`config.mk`:
```
export PLATFORM = sky130hd
export DESIGN_NAME = combo_lock
export DESIGN_NICKNAME = d
export VERILOG_FILES = /design/src/rtl/combo_lock.sv
export SDC_FILE = /design/constraint.sdc
export NUM_CORES = 1
export LEC_CHECK = 0
export BUFFER_PORTS_ARGS = -buffer_cell sky130_fd_sc_hd__buf_2
export CORE_ASPECT_RATIO = 0.6
export CORE_MARGIN = 2
export CORE_UTILIZATION = 55
export CTS_CLUSTER_SIZE = 10
export DETAILED_ROUTE_END_ITERATION = 10
export GPL_ROUTABILITY_DRIVEN = 0
export GPL_TIMING_DRIVEN = 0
export PLACE_DENSITY = 0.8
export SYNTH_ARGS = -nofsm -noshare
export SYNTH_HDL_FRONTEND = slang
export SYNTH_SLANG_ARGS = --single-unit
```
`constraint.sdc`:
```
create_clock -name clk -period 3 [get_ports clk]
set_clock_uncertainty 0.2 [all_clocks]
set_input_delay 0.45 -clock clk [delete_from_list [all_inputs] [get_ports clk]]
set_output_delay 0.45 -clock clk [all_outputs]
set_load 0.005 [all_outputs]
```
`src/rtl/combo_lock.sv`:
```
// Four-byte combination lock with failed-entry lockout, idle timeout and a code
// register that can only be rewritten while open.
//
//   state     | meaning
//   S_IDLE    | waiting for the first byte of an entry
//   S_COLLECT | bytes 1..3 of an entry being compared
//   S_OPEN    | correct code entered; code may be rewritten
//   S_LOCKOUT | too many failures; all inputs ignored until timer expires
module combo_lock #(
    parameter logic [31:0] RESET_CODE     = 32'h0000_0000,
    parameter int          MAX_FAILS      = 3,
    parameter int          LOCKOUT_CYCLES = 16,
    parameter int          IDLE_TIMEOUT   = 8
) (
    input  logic        clk,
    input  logic        reset,
    input  logic [7:0]  din,
    input  logic        din_valid,
    input  logic        relock,
    input  logic [31:0] code_in,
    input  logic        code_we,
    output logic        unlocked,
    output logic        lockout,
    output logic [3:0]  fail_count
);

    localparam int IW = (IDLE_TIMEOUT > 1) ? $clog2(IDLE_TIMEOUT) : 1;
    localparam int LW = (LOCKOUT_CYCLES > 1) ? $clog2(LOCKOUT_CYCLES) : 1;
    localparam logic [IW-1:0] IDLE_RELOAD = IW'(IDLE_TIMEOUT - 1);
    localparam logic [LW-1:0] LOCK_RELOAD = LW'(LOCKOUT_CYCLES - 1);
    localparam logic [3:0]    FAIL_LIMIT  = 4'(MAX_FAILS);

    typedef enum logic [1:0] {
        S_IDLE,
        S_COLLECT,
        S_OPEN,
        S_LOCKOUT
    } state_t;

    state_t        state;
    logic [31:0]   code;
    logic [1:0]    byte_idx;
    logic          err;
    logic [IW-1:0] idle_tmr;
    logic [LW-1:0] lock_tmr;

    logic [7:0]    exp_byte;
    logic          byte_ok;
    logic [3:0]    fail_next;

    always_comb begin
        exp_byte = code[7:0];
        case (byte_idx)
            2'd0:    exp_byte = code[31:24];
            2'd1:    exp_byte = code[23:16];
            2'd2:    exp_byte = code[15:8];
            default: exp_byte = code[7:0];
        endcase
        byte_ok   = (din == exp_byte);
        fail_next = (fail_count == 4'hf) ? 4'hf : fail_count + 4'd1;
    end

    always_ff @(posedge clk or posedge reset) begin
        if (reset) begin
            state      <= S_IDLE;
            code       <= RESET_CODE;
            byte_idx   <= 2'd0;
            err        <= 1'b0;
            idle_tmr   <= '0;
            lock_tmr   <= '0;
            unlocked   <= 1'b0;
            lockout    <= 1'b0;
            fail_count <= 4'd0;
        end else begin
            case (state)
                S_IDLE: begin
                    if (din_valid) begin
                        err      <= !byte_ok;
                        byte_idx <= 2'd1;
                        idle_tmr <= IDLE_RELOAD;
                        state    <= S_COLLECT;
                    end
                end

                S_COLLECT: begin
                    // relock outranks a byte arriving in the same cycle
                    if (relock) begin
                        byte_idx <= 2'd0;
                        err      <= 1'b0;
                        state    <= S_IDLE;
                    end else if (din_valid) begin
                        idle_tmr <= IDLE_RELOAD;
                        if (byte_idx == 2'd3) begin
                            byte_idx <= 2'd0;
                            err      <= 1'b0;
                            if (err || !byte_ok) begin
                                fail_count <= fail_next;
                                if (fail_next >= FAIL_LIMIT) begin
                                    lock_tmr <= LOCK_RELOAD;
                                    lockout  <= 1'b1;
                                    state    <= S_LOCKOUT;
                                end else begin
                                    state <= S_IDLE;
                                end
                            end else begin
                                fail_count <= 4'd0;
                                unlocked   <= 1'b1;
                                state      <= S_OPEN;
                            end
                        end else begin
                            byte_idx <= byte_idx + 2'd1;
                            err      <= err || !byte_ok;
                        end
                    end else if (idle_tmr == '0) begin
                        byte_idx <= 2'd0;
                        err      <= 1'b0;
                        state    <= S_IDLE;
                    end else begin
                        idle_tmr <= idle_tmr - IW'(1);
                    end
                end

                S_OPEN: begin
                    if (code_we) begin
                        code <= code_in;
                    end
                    if (relock) begin
                        unlocked <= 1'b0;
                        state    <= S_IDLE;
                    end
                end

                S_LOCKOUT: begin
                    if (lock_tmr == '0) begin
                        lockout    <= 1'b0;
                        fail_count <= 4'd0;
                        state      <= S_IDLE;
                    end else begin
                        lock_tmr <= lock_tmr - LW'(1);
                    end
                end

                default: state <= S_IDLE;
            endcase
        end
    end

endmodule

```
==> results.md, run 1 <==
* Outcome: finished clean
* Syn Inst Count at 227
* Post-Layout Cell Count at 351
* Area taken by multi-input logic gates at about 0.0012 mm2
* Largest net degree at the start of global routing at 31
* Cell Chain, Critical Path: inv_1, ha_1, clkbuf_1, a222oi_1, mux2i_1, xnor2_1, nand4_1, nor2_1, a21oi_1, mux2_2
* Commonest non-fill, non-tap cell in the layout: buf_2
* First-pass GRT wire length at 8942 um
* Worst-path maximum fanout at 8
* YS warnings at 0
* Hold Slack at 0.1704 ns
* H-tree depth at 2
* Vias in the first global route at between 1500 and 2000
* DR iter-0 viols at 72
* Count of final hold-check violations at 0
* Clk pin slew, worst setup/hold paths at 0.09 ns
* Min cycle time layout at 2.778 ns
* Worst endpoint required time at 3.00 ns
* Maximum clock path buffer count at 2
* Pwr Density at ~940 mW/mm2
* HPWL Detailed at 3946 um
* Share of cells above drive strength 1 at 0.3611
* Remaining Overflow, GRT at 0
* CP max-delay cell: dfrtp_1
* Leak pwr at 0.001479 uW
* Die Ht at 57.14 um
* Period utilization at 0.9259
* Worst setup path start: byte_idx[0]$_DFFE_PP0P_
* Sequential cell area at around 0.0013 mm2
* Clock latency on the worst-skew pair at ~0.30 ns
* Synthesized Nets at 280
* Met3 WL at 275 um
* CP top delay family: multiplexers
* Setup-failing EPs final at 0
* DRC violations left at 0
* Fin util at 0.6823
* Site row count at 19
* Clock root cell: clkbuf_8
* Starting Density at 0.5701
* Maximum vdd drop at 468.1 uV
* Post-synth EDFFs at 0
* Via Count at ~2000
* Uppermost layer routed: met4
* Crit path launch type: flop
* GRT Overall Usage at 0.2175
* Post-synthesis sequential area ratio at 0.4833
* Synthesized flop and latch total at 50
* Worst Path Buf+Inv at 2
* Clock sinks at 50
* Fill cell count at ~350
* Port Buf Inserts at 50
* ANT cells at 0
* TritonCTS clock tree: built
* Pre-CTS setup slack at 0.2150 ns
* Fin worst setup slack at between 0.2 and 0.25 ns
* Layout area overhead at 19.67%
* Final #Nets at 340
* Synth Cell Area at about 0.0026 mm2
* Avg Cell Area, Syn at approximately 11 um2
* Routed vias/inst at 5.556
* CP arrival at roughly 2.8 ns
* Hold path start: code_in[31]
* Worst R2R Start: byte_idx[0]$_DFFE_PP0P_
* Measured slew at the worst slew-check pin at 0.6502 ns
* Post-synth cell types at 38
* Routed Antenna Nets at 0
* Worst hold path type: primary input to flop
* Cell taking the most area after synthesis: dfrtp_1
* Placed Cells at 341
* Setup crit end kind: flop
* Die area at 0.005289 mm2
* Pre-antenna DRT Iters at 4
* Max-slew violation count at 0
* Synth async-reset ratio at 1.000
* WS Path Type: flop to flop
* Fmax at 360.0 MHz
* Ys flop type: dfrtp_1
* Setup TNS Final at 0 ns
* Crit path largest cell delay at around 0.43 ns
* Drt total wl at ~5300 um
* Max_slew headroom at 0.5666
* Met2 Wirelength at 2367 um
* Initial antenna violation count at 0
* Ports at 51
* Die outline width at 92.57 um
* Ranking of synthesized cells by area: dfrtp_1 48%, mux2_2 15%, ha_1 3.9%, a222oi_1 3.1%, mux2i_1 3.1%
* RSZ-0062 raised after global routing: no
* Top cell type's share of synthesized area at 0.4833
* Number of max-cap violations at 0
* Core Area at roughly 0.0045 mm2
* WL per Instance at around 15 um
* DRT met1 WL at 2631 um
* Cts bufs inserted at 5
* Commonest non-fill, non-tap cells in the layout: 53 x buf_2, 50 x dfrtp_1, 34 x mux2_2, 15 x inv_1, 12 x nand2_1
==> flip-flops by register name, indices dropped and copies added (netlist names) <==
| signal | flops |
|---|---|
| code | 32 |
| idle_tmr | 3 |
| lock_tmr | 4 |
| state | 2 |
| err | 1 |
| unlocked | 1 |
| byte_idx | 2 |
| lockout | 1 |
| fail_count | 4 |
==> cells by family (layout without fill, tap and decap cells) <==
group | Yosys count | in the layout | synth area share
AND/OR/NAND/NOR | 53 | 53 | 0.1059
flip-flops | 50 | 50 | 0.4833
multiplexers | 42 | 42 | 0.1788
AO/OA/AOI/OAI | 38 | 38 | 0.1145
buffers and inverters | 26 | 87 | 0.04495
XOR/XNOR | 10 | 10 | 0.03384
adder cells (fa/ha/maj) | 8 | 8 | 0.03867
==> routing by layer <==
metal,global-route usage,vias to the layer above
met5,0,-
met4,0.05117,0
met3,0.04491,7
met2,0.3170,59
met1,0.3368,953
li1,-,931
==> worst reg2reg max path, stage by stage (launching register included) <==
cell and delay, ns:
dfrtp_1 0.43, inv_1 0.11, ha_1 0.15, clkbuf_1 0.34, a222oi_1 0.14, mux2i_1 0.26, xnor2_1 0.15, nand4_1 0.18
nor2_1 0.24, a21oi_1 0.17, mux2_2 0.30
==> cell usage after synthesis (2+ instances only) <==
master	instances
buf_6	2
nand2_1	12
dfrtp_1	50
inv_1	16
nand3_1	4
xor2_1	2
mux2_2	34
nor3b_1	2
nor2_1	11
clkbuf_1	2
o22a_1	4
ha_1	8
nand4_1	2
buf_2	3
nor3_1	6
or2_2	2
o21ai_0	4
mux2i_1	8
nor2b_1	6
o31ai_1	3
a211oi_1	3
a21oi_1	7
buf_1	3
nand2b_1	4
xnor2_1	8
o21a_1	2
a222oi_1	8
==> where the power goes <==
group | total, uW | internal [uW] | leakage [uW] | switching (uW)
Sequential | 1160 | 966 | 0.000622 | 196
Clock | 578 | 356 | 0.0000714 | 222
Combinational | 1160 | 599 | 0.000786 | 564
Total | 2900 | 1920 | 0.00148 | 982
==> layout make-up <==
type | count | share of cell area
repair buffers | 53 | 0.09289
inverters | 16 | 0.01939
clock buffers | 6 | 0.02666
plain buffers | 10 | 0.01817
well taps | 63 | 0.02544
multi-input cells | 151 | 0.3942
clock inverters | 2 | 0.01939
flip-flops and latches | 50 | 0.4039
==> metrics by stage <==
step / power [uW] / area, um2
floorplan: 2023 / 2589
global placement: 2260 / 2918
detailed placement: 2318 / 2938
CTS: 2909 / 3090
global route: 3118 / 3098
finish: 2903 / 3098
==> path summary, 6_finish.rpt <==
check / endpoint / slack (ns) / cells after the start
worst max-delay path: lock_tmr[0]$_DFFE_PP0P_ / 0.22 / 10
worst min-delay path: code[31]$_DFFE_PP0P_ / 0.17 / 2
worst max register to register: lock_tmr[0]$_DFFE_PP0P_ / 0.22 / 10
worst min register to register: idle_tmr[2]$_DFFE_PP0P_ / 0.31 / 1
max in group asynchronous: code[16]$_DFFE_PP0P_ / 1.58 / 4
min in group asynchronous: code[11]$_DFFE_PP0P_ / 0.50 / 3
==> repair_timing <==
item,in CTS,in global routing
gates resized for setup,0,0
endpoints found under the setup margin,0,8
buffers inserted,0,1
hold endpoints to repair,20,0
hold buffers,1,0
Note: power is estimated with default switching activity, not from simulation.
==> run 2: changes to the inputs <==
--- a/config.mk
+++ b/config.mk
@@ -9,11 +9,12 @@
 export CORE_ASPECT_RATIO = 0.6
 export CORE_MARGIN = 2
 export CORE_UTILIZATION = 55
+export CTS_CLUSTER_DIAMETER = 100
 export CTS_CLUSTER_SIZE = 10
 export DETAILED_ROUTE_END_ITERATION = 10
 export GPL_ROUTABILITY_DRIVEN = 0
 export GPL_TIMING_DRIVEN = 0
-export PLACE_DENSITY = 0.8
+export PLACE_DENSITY_LB_ADDON = 0.15
 export SYNTH_ARGS = -nofsm -noshare
 export SYNTH_HDL_FRONTEND = slang
 export SYNTH_SLANG_ARGS = --single-unit
==> run 2 against run 1 <==
  * Register-to-register slack worse by 0.06 ns
  * Via count shrank 1.2%
  * Worst setup slack worse by 0.056 ns
  * Sequential power about the same
  * Critical endpoint unchanged
==> results.md, run 2 (synthesis results as in run 1) <==
* Measured slew at the worst slew-check pin at 0.6772 ns
* DR iter-0 viols at about 130
* Largest net degree at the start of global routing at 39
* Worst Path Buf+Inv at 2
* DRC violations left at 0
* Crit path largest cell delay at between 0.4 and 0.5 ns
* H-tree depth at 2
* CP max-delay cell: dfrtp_1
* Site row count at 19
* Starting Density at 0.5701
* Sequential cell area at roughly 0.0013 mm2
* Setup-failing EPs final at 0
* Maximum clock path buffer count at 2
* Core Area at 0.004541 mm2
* Count of final hold-check violations at 0
* Final #Nets at 341
* Number of max-cap violations at 0
* CP arrival at about 2.8 ns
* Clk pin slew, worst setup/hold paths at 0.09 ns
* WL per Instance at 15.43 um
* Clock sinks at 50
* Cell Chain, Critical Path: inv_1, ha_1, clkbuf_1, a222oi_1, mux2i_1, xnor2_1, nand4_1, nor2_1, a21oi_1, mux2_2
* Outcome: finished clean
* Max FFs per register at 32
* Pre-antenna DRT Iters at 4
* Initial antenna violation count at 0
* GRT Overall Usage at 0.2216
* WS Path Type: flop to flop
* Ports at 51
* Hold Slack at 0.1808 ns
* Maximum vdd drop at 491.4 uV
* RSZ-0062 raised after global routing: no
* Worst endpoint required time at 2.98 ns
* Vias in the first global route at roughly 1800
* Drt total wl at 5431 um
* Leak pwr at approximately 0.0015 uW
* Routed vias/inst at about 5.5
* Die Ht at 57.14 um
* Clock latency on the worst-skew pair at 0.29 ns
* First-pass GRT wire length at 8866 um
* Cts bufs inserted at 5
* Period utilization at 0.9445
* Worst hold path type: primary input to flop
* Setup TNS Final at 0 ns
* TritonCTS clock tree: built
* Remaining Overflow, GRT at 0
* Commonest non-fill, non-tap cells in the layout: 53 x buf_2, 50 x dfrtp_1, 34 x mux2_2, 15 x inv_1, 12 x nand2_1
* Worst setup path start: byte_idx[0]$_DFFE_PP0P_
* Pwr Density at 889.3 mW/mm2
* Fmax at 352.9 MHz
* Biggest register: code
* Hold path start: code_in[6]
* Crit path launch type: flop
* CP top delay family: simple AND/OR/NAND/NOR gates
* Via Count at 1926
* Worst R2R Start: byte_idx[0]$_DFFE_PP0P_
* ANT cells at 0
* Commonest non-fill, non-tap cell in the layout: buf_2
* Min cycle time layout at 2.834 ns
* Clock root cell: clkbuf_8
* Max_slew headroom at 0.5485
* Area taken by multi-input logic gates at about 0.0012 mm2
* Routed Antenna Nets at 0
* Die area at about 0.0053 mm2
* Max-slew violation count at 0
* Cts repair resizes at 0
* Fill cell count at roughly 350
* Worst-path maximum fanout at 8
* Share of cells above drive strength 1 at 0.3599
* Setup crit end kind: flop
* Die outline width at between 90 and 100 um
* HPWL Detailed at 4047 um
* Layout area overhead at 17.98%
* Biggest registers after layout: code (32), fail_count (4), lock_tmr (4)
* Port Buf Inserts at 50
## run 2: metal layers
metal	wire length (um)	global-route usage	part of all wire	vias up
met5	0	0	0	-
met4	0	0.05330	0	0
met3	415	0.05284	0.076	0
met2	2313	0.3139	0.43	67
met1	2702	0.3452	0.50	928
li1	-	-	-	931
## run 2: through the flow
step                  util  instance area, um2  cells  setup slack [ns]  power [uW]
global route        0.6726                3054    352         0.0001459        2934
detailed placement  0.6470                2938    341            0.1517        2325
global placement    0.6426                2918    340            0.1842        2279
finish              0.6726                3054    352            0.1665        2716
CTS                 0.6693                3039    350           0.09126        2731
floorplan                -                2589    227            0.5701        2023
## run 2: final cells by class
| type | count | area share |
|---|---|---|
| sequential | 50 | 0.4097 |
| multi-input combinational | 151 | 0.3998 |
| clock inverter | 1 | 0.001639 |
| buffer | 10 | 0.01844 |
| tap | 63 | 0.02581 |
| inverter | 16 | 0.01966 |
| clock buffer | 7 | 0.02827 |
| timing repair buffer | 54 | 0.09668 |
## run 2: path summary, 6_finish.rpt
| kind | to | slack [ns] | depth (start not counted) |
|---|---|---|---|
| hold / removal | code[6]$_DFFE_PP0P_ | 0.18 | 2 |
| max in group asynchronous | code[25]$_DFFE_PP0P_ | 1.69 | 4 |
| setup / recovery | lock_tmr[0]$_DFFE_PP0P_ | 0.17 | 10 |
| min in group asynchronous | code[27]$_DFFE_PP0P_ | 0.43 | 3 |
| hold reg to reg | idle_tmr[2]$_DFFE_PP0P_ | 0.31 | 1 |
| setup reg to reg | lock_tmr[0]$_DFFE_PP0P_ | 0.17 | 10 |
## run 2: worst register-to-register path, delay by kind of cell, from the launching register on
family	cells	cell delay [ns]
DFF	1	0.42
xor gates and xnor gates	1	0.26
and+or+nand+nor	2	0.47
muxes	2	0.42
adders and majority gates	1	0.20
buffers and inverters	2	0.33
AOI/OAI and AO/OA	2	0.42
## run 2: timing repair
| item | CTS | global route |
|---|---|---|
| hold buffers | 1 | 0 |
| setup buffers | 0 | 2 |
| endpoints found under the hold margin | 12 | 0 |
| endpoints found under the setup margin | 0 | 6 |
## run 2: where the power goes
group / internal, uW / switching, uW
Clock: 186 / 208
Combinational: 600 / 564
Sequential: 966 / 191
Total: 1750 / 963
==> run 3: changes to the inputs <==
--- a/config.mk
+++ b/config.mk
@@ -8,7 +8,7 @@
 export BUFFER_PORTS_ARGS = -buffer_cell sky130_fd_sc_hd__buf_2
 export CORE_ASPECT_RATIO = 0.6
 export CORE_MARGIN = 2
-export CORE_UTILIZATION = 55
+export CORE_UTILIZATION = 30
 export CTS_CLUSTER_DIAMETER = 100
 export CTS_CLUSTER_SIZE = 10
 export DETAILED_ROUTE_END_ITERATION = 10
==> run 3 against run 2 <==
  * Fmax grew 1.6%
  * Via count fell by 0.78%
  * Sequential power hardly changed
  * Sequential cell count stayed put
  * Non-clock buffer count stayed put
  * Critical endpoint unchanged
  * First-iteration DRC count down 1.5%
  * Highest routed layer is now met4
  * Hold slack improved by 0.0065 ns
  * Critical path depth rose by 1
  * Combinational power barely moved
  * Global-route usage decreased by 8.6 points
  * Clock-buffer cell count decreased by 1
  * Die area up 78%
==> results.md, run 3 (synthesis results as in run 1) <==
* Starting Density at 0.3061
* ANT cells at 0
* DR iter-0 viols at about 130
* Commonest non-fill, non-tap cells in the layout: 53 x buf_2, 50 x dfrtp_1, 34 x mux2_2, 14 x inv_1, 12 x nand2_1
* Clock latency on the worst-skew pair at 0.29 ns
* Setup crit end kind: flop
* Maximum clock path buffer count at 2
* Pwr Density at 927.7 mW/mm2
* RSZ-0062 raised after global routing: no
* Max_slew headroom at 0.5013
* First-pass GRT wire length at 9784 um
* GRT Overall Usage at 0.1360
* Cts bufs inserted at 5
* Die outline width at about 120 um
* Setup-failing EPs final at 0
* Measured slew at the worst slew-check pin at around 0.75 ns
* Routed vias/inst at between 4 and 5
* Layout area overhead at 24.21%
* Number of max-cap violations at 0
* Min cycle time layout at 2.790 ns
* Share of cells above drive strength 1 at 0.3772
* CP arrival at 2.77 ns
* Setup TNS Final at 0 ns
* Remaining Overflow, GRT at 0
* Worst hold path type: primary input to flop
* Ports at 51
* WL per Instance at 14.67 um
* Maximum vdd drop at 281.9 uV
* Clk pin slew, worst setup/hold paths at 0.07 ns
* Drt total wl at 5882 um
* Biggest registers after layout: code (32), fail_count (4), lock_tmr (4)
* Crit path launch type: flop
* Clock sinks at 50
* Site row count at 26
* Outcome: finished clean
* Worst-path maximum fanout at 8
* Worst endpoint required time at about 3 ns
* Placed Area at approximately 0.0030 mm2
* Die area at between 0.009 and 0.01 mm2
* Clock root cell: clkbuf_16
* Max FFs per register at 32
* Largest net degree at the start of global routing at 40
* TritonCTS clock tree: built
* HPWL Detailed at 4383 um
* H-tree depth at 2
* Vias in the first global route at roughly 1900
* Leak pwr at 0.001494 uW
* Count of final hold-check violations at 0
* Via Count at 1911
* Commonest non-fill, non-tap cell in the layout: buf_2
* Max-slew violation count at 0
* WS Path Type: flop to flop
* Biggest register: code
* Design Area, Final at 0.003216 mm2
* Pre-antenna DRT Iters at 5
* Period utilization at 0.9299
* Fmax at 358.4 MHz
* Initial antenna violation count at 0
* DRC violations left at 0
* Die Ht at 75.96 um
* Total design power at 2983 uW
* Routed Antenna Nets at 0
* Core Area at 0.008458 mm2
* Final #Nets at 341
* Port Buf Inserts at 50
## run 3: cell types whose count changed in the layout (fill, tap and decap cells not counted), sizes merged
cell,change
clkinv,-1
clkinvlp,+1
buf,+1
clkbuf,-2
bufinv,+1
## run 3: area by class of cell
type                       instances  area (um2)
fill                             868        5243
sequential                        50        1251
multi-input combinational        151        1230
timing repair buffer              55       315.3
tap                              112       140.1
clock buffer                       6       128.9
inverter                          16       60.06
buffer                             9       52.55
clock inverter                     2       37.54
## run 3: report_power, final
group          internal, uW  switching [uW]  total (uW)  leakage, uW
Combinational           608             575        1180     0.000795
Sequential              968             185        1150     0.000622
Clock                   394             253         647    0.0000771
Total                  1970            1010        2980      0.00149
## run 3: through the flow
step | cells | hold slack, ns | worst slack [ns] | utilization
2_1_floorplan | 227 | 0.2482 | 0.5701 | -
3_3_place_gp | 389 | 0.2760 | -0.01430 | 0.3522
3_5_place_dp | 390 | 0.2210 | -0.04248 | 0.3546
4_1_cts | 401 | 0.1807 | 0.06829 | 0.3787
5_1_grt | 401 | 0.1840 | 0.001603 | 0.3802
6_report | 401 | 0.1872 | 0.2102 | 0.3802
## run 3: metal layers
| layer | share of wire | wire length (um) | track usage |
|---|---|---|---|
| met1 | 0.53 | 3134 | 0.2065 |
| met2 | 0.42 | 2488 | 0.1890 |
| met3 | 0.035 | 205 | 0.03389 |
| met4 | 0.0092 | 54 | 0.04045 |
| met5 | 0 | 0 | 0 |
## run 3: final timing paths
path,start,endpoint,slack [ns],cells past startpoint
min in group asynchronous,reset,code[9]$_DFFE_PP0P_,0.45,3
max,byte_idx[0]$_DFFE_PP0P_,lock_tmr[0]$_DFFE_PP0P_,0.21,11
max reg2reg,byte_idx[0]$_DFFE_PP0P_,lock_tmr[0]$_DFFE_PP0P_,0.21,11
min reg2reg,idle_tmr[2]$_DFFE_PP0P_,idle_tmr[2]$_DFFE_PP0P_,0.28,1
min,code_in[3],code[3]$_DFFE_PP0P_,0.19,2
max in group asynchronous,reset,code[15]$_DFFE_PP0P_,1.65,4
## run 3: worst max-delay path, stage by stage (launching register included)
cell and delay, ns:
dfrtp_1 0.41, inv_2 0.07, ha_1 0.21, buf_6 0.14, a222oi_1 0.46, mux2i_1 0.16, xnor2_1 0.20, nand4_1 0.11
buf_4 0.17, nor2_2 0.16, a21oi_2 0.11, mux2_2 0.27
## run 3: timing repair
action / CTS / global route
setup buffers: 2 / 1
pin swaps: 3 / 3
gates resized for setup: 0 / 4
hold buffers: 1 / 0
setup endpoints to repair: 7 / 11
endpoints found under the hold margin: 11 / 0
gates cloned: 0 / 0
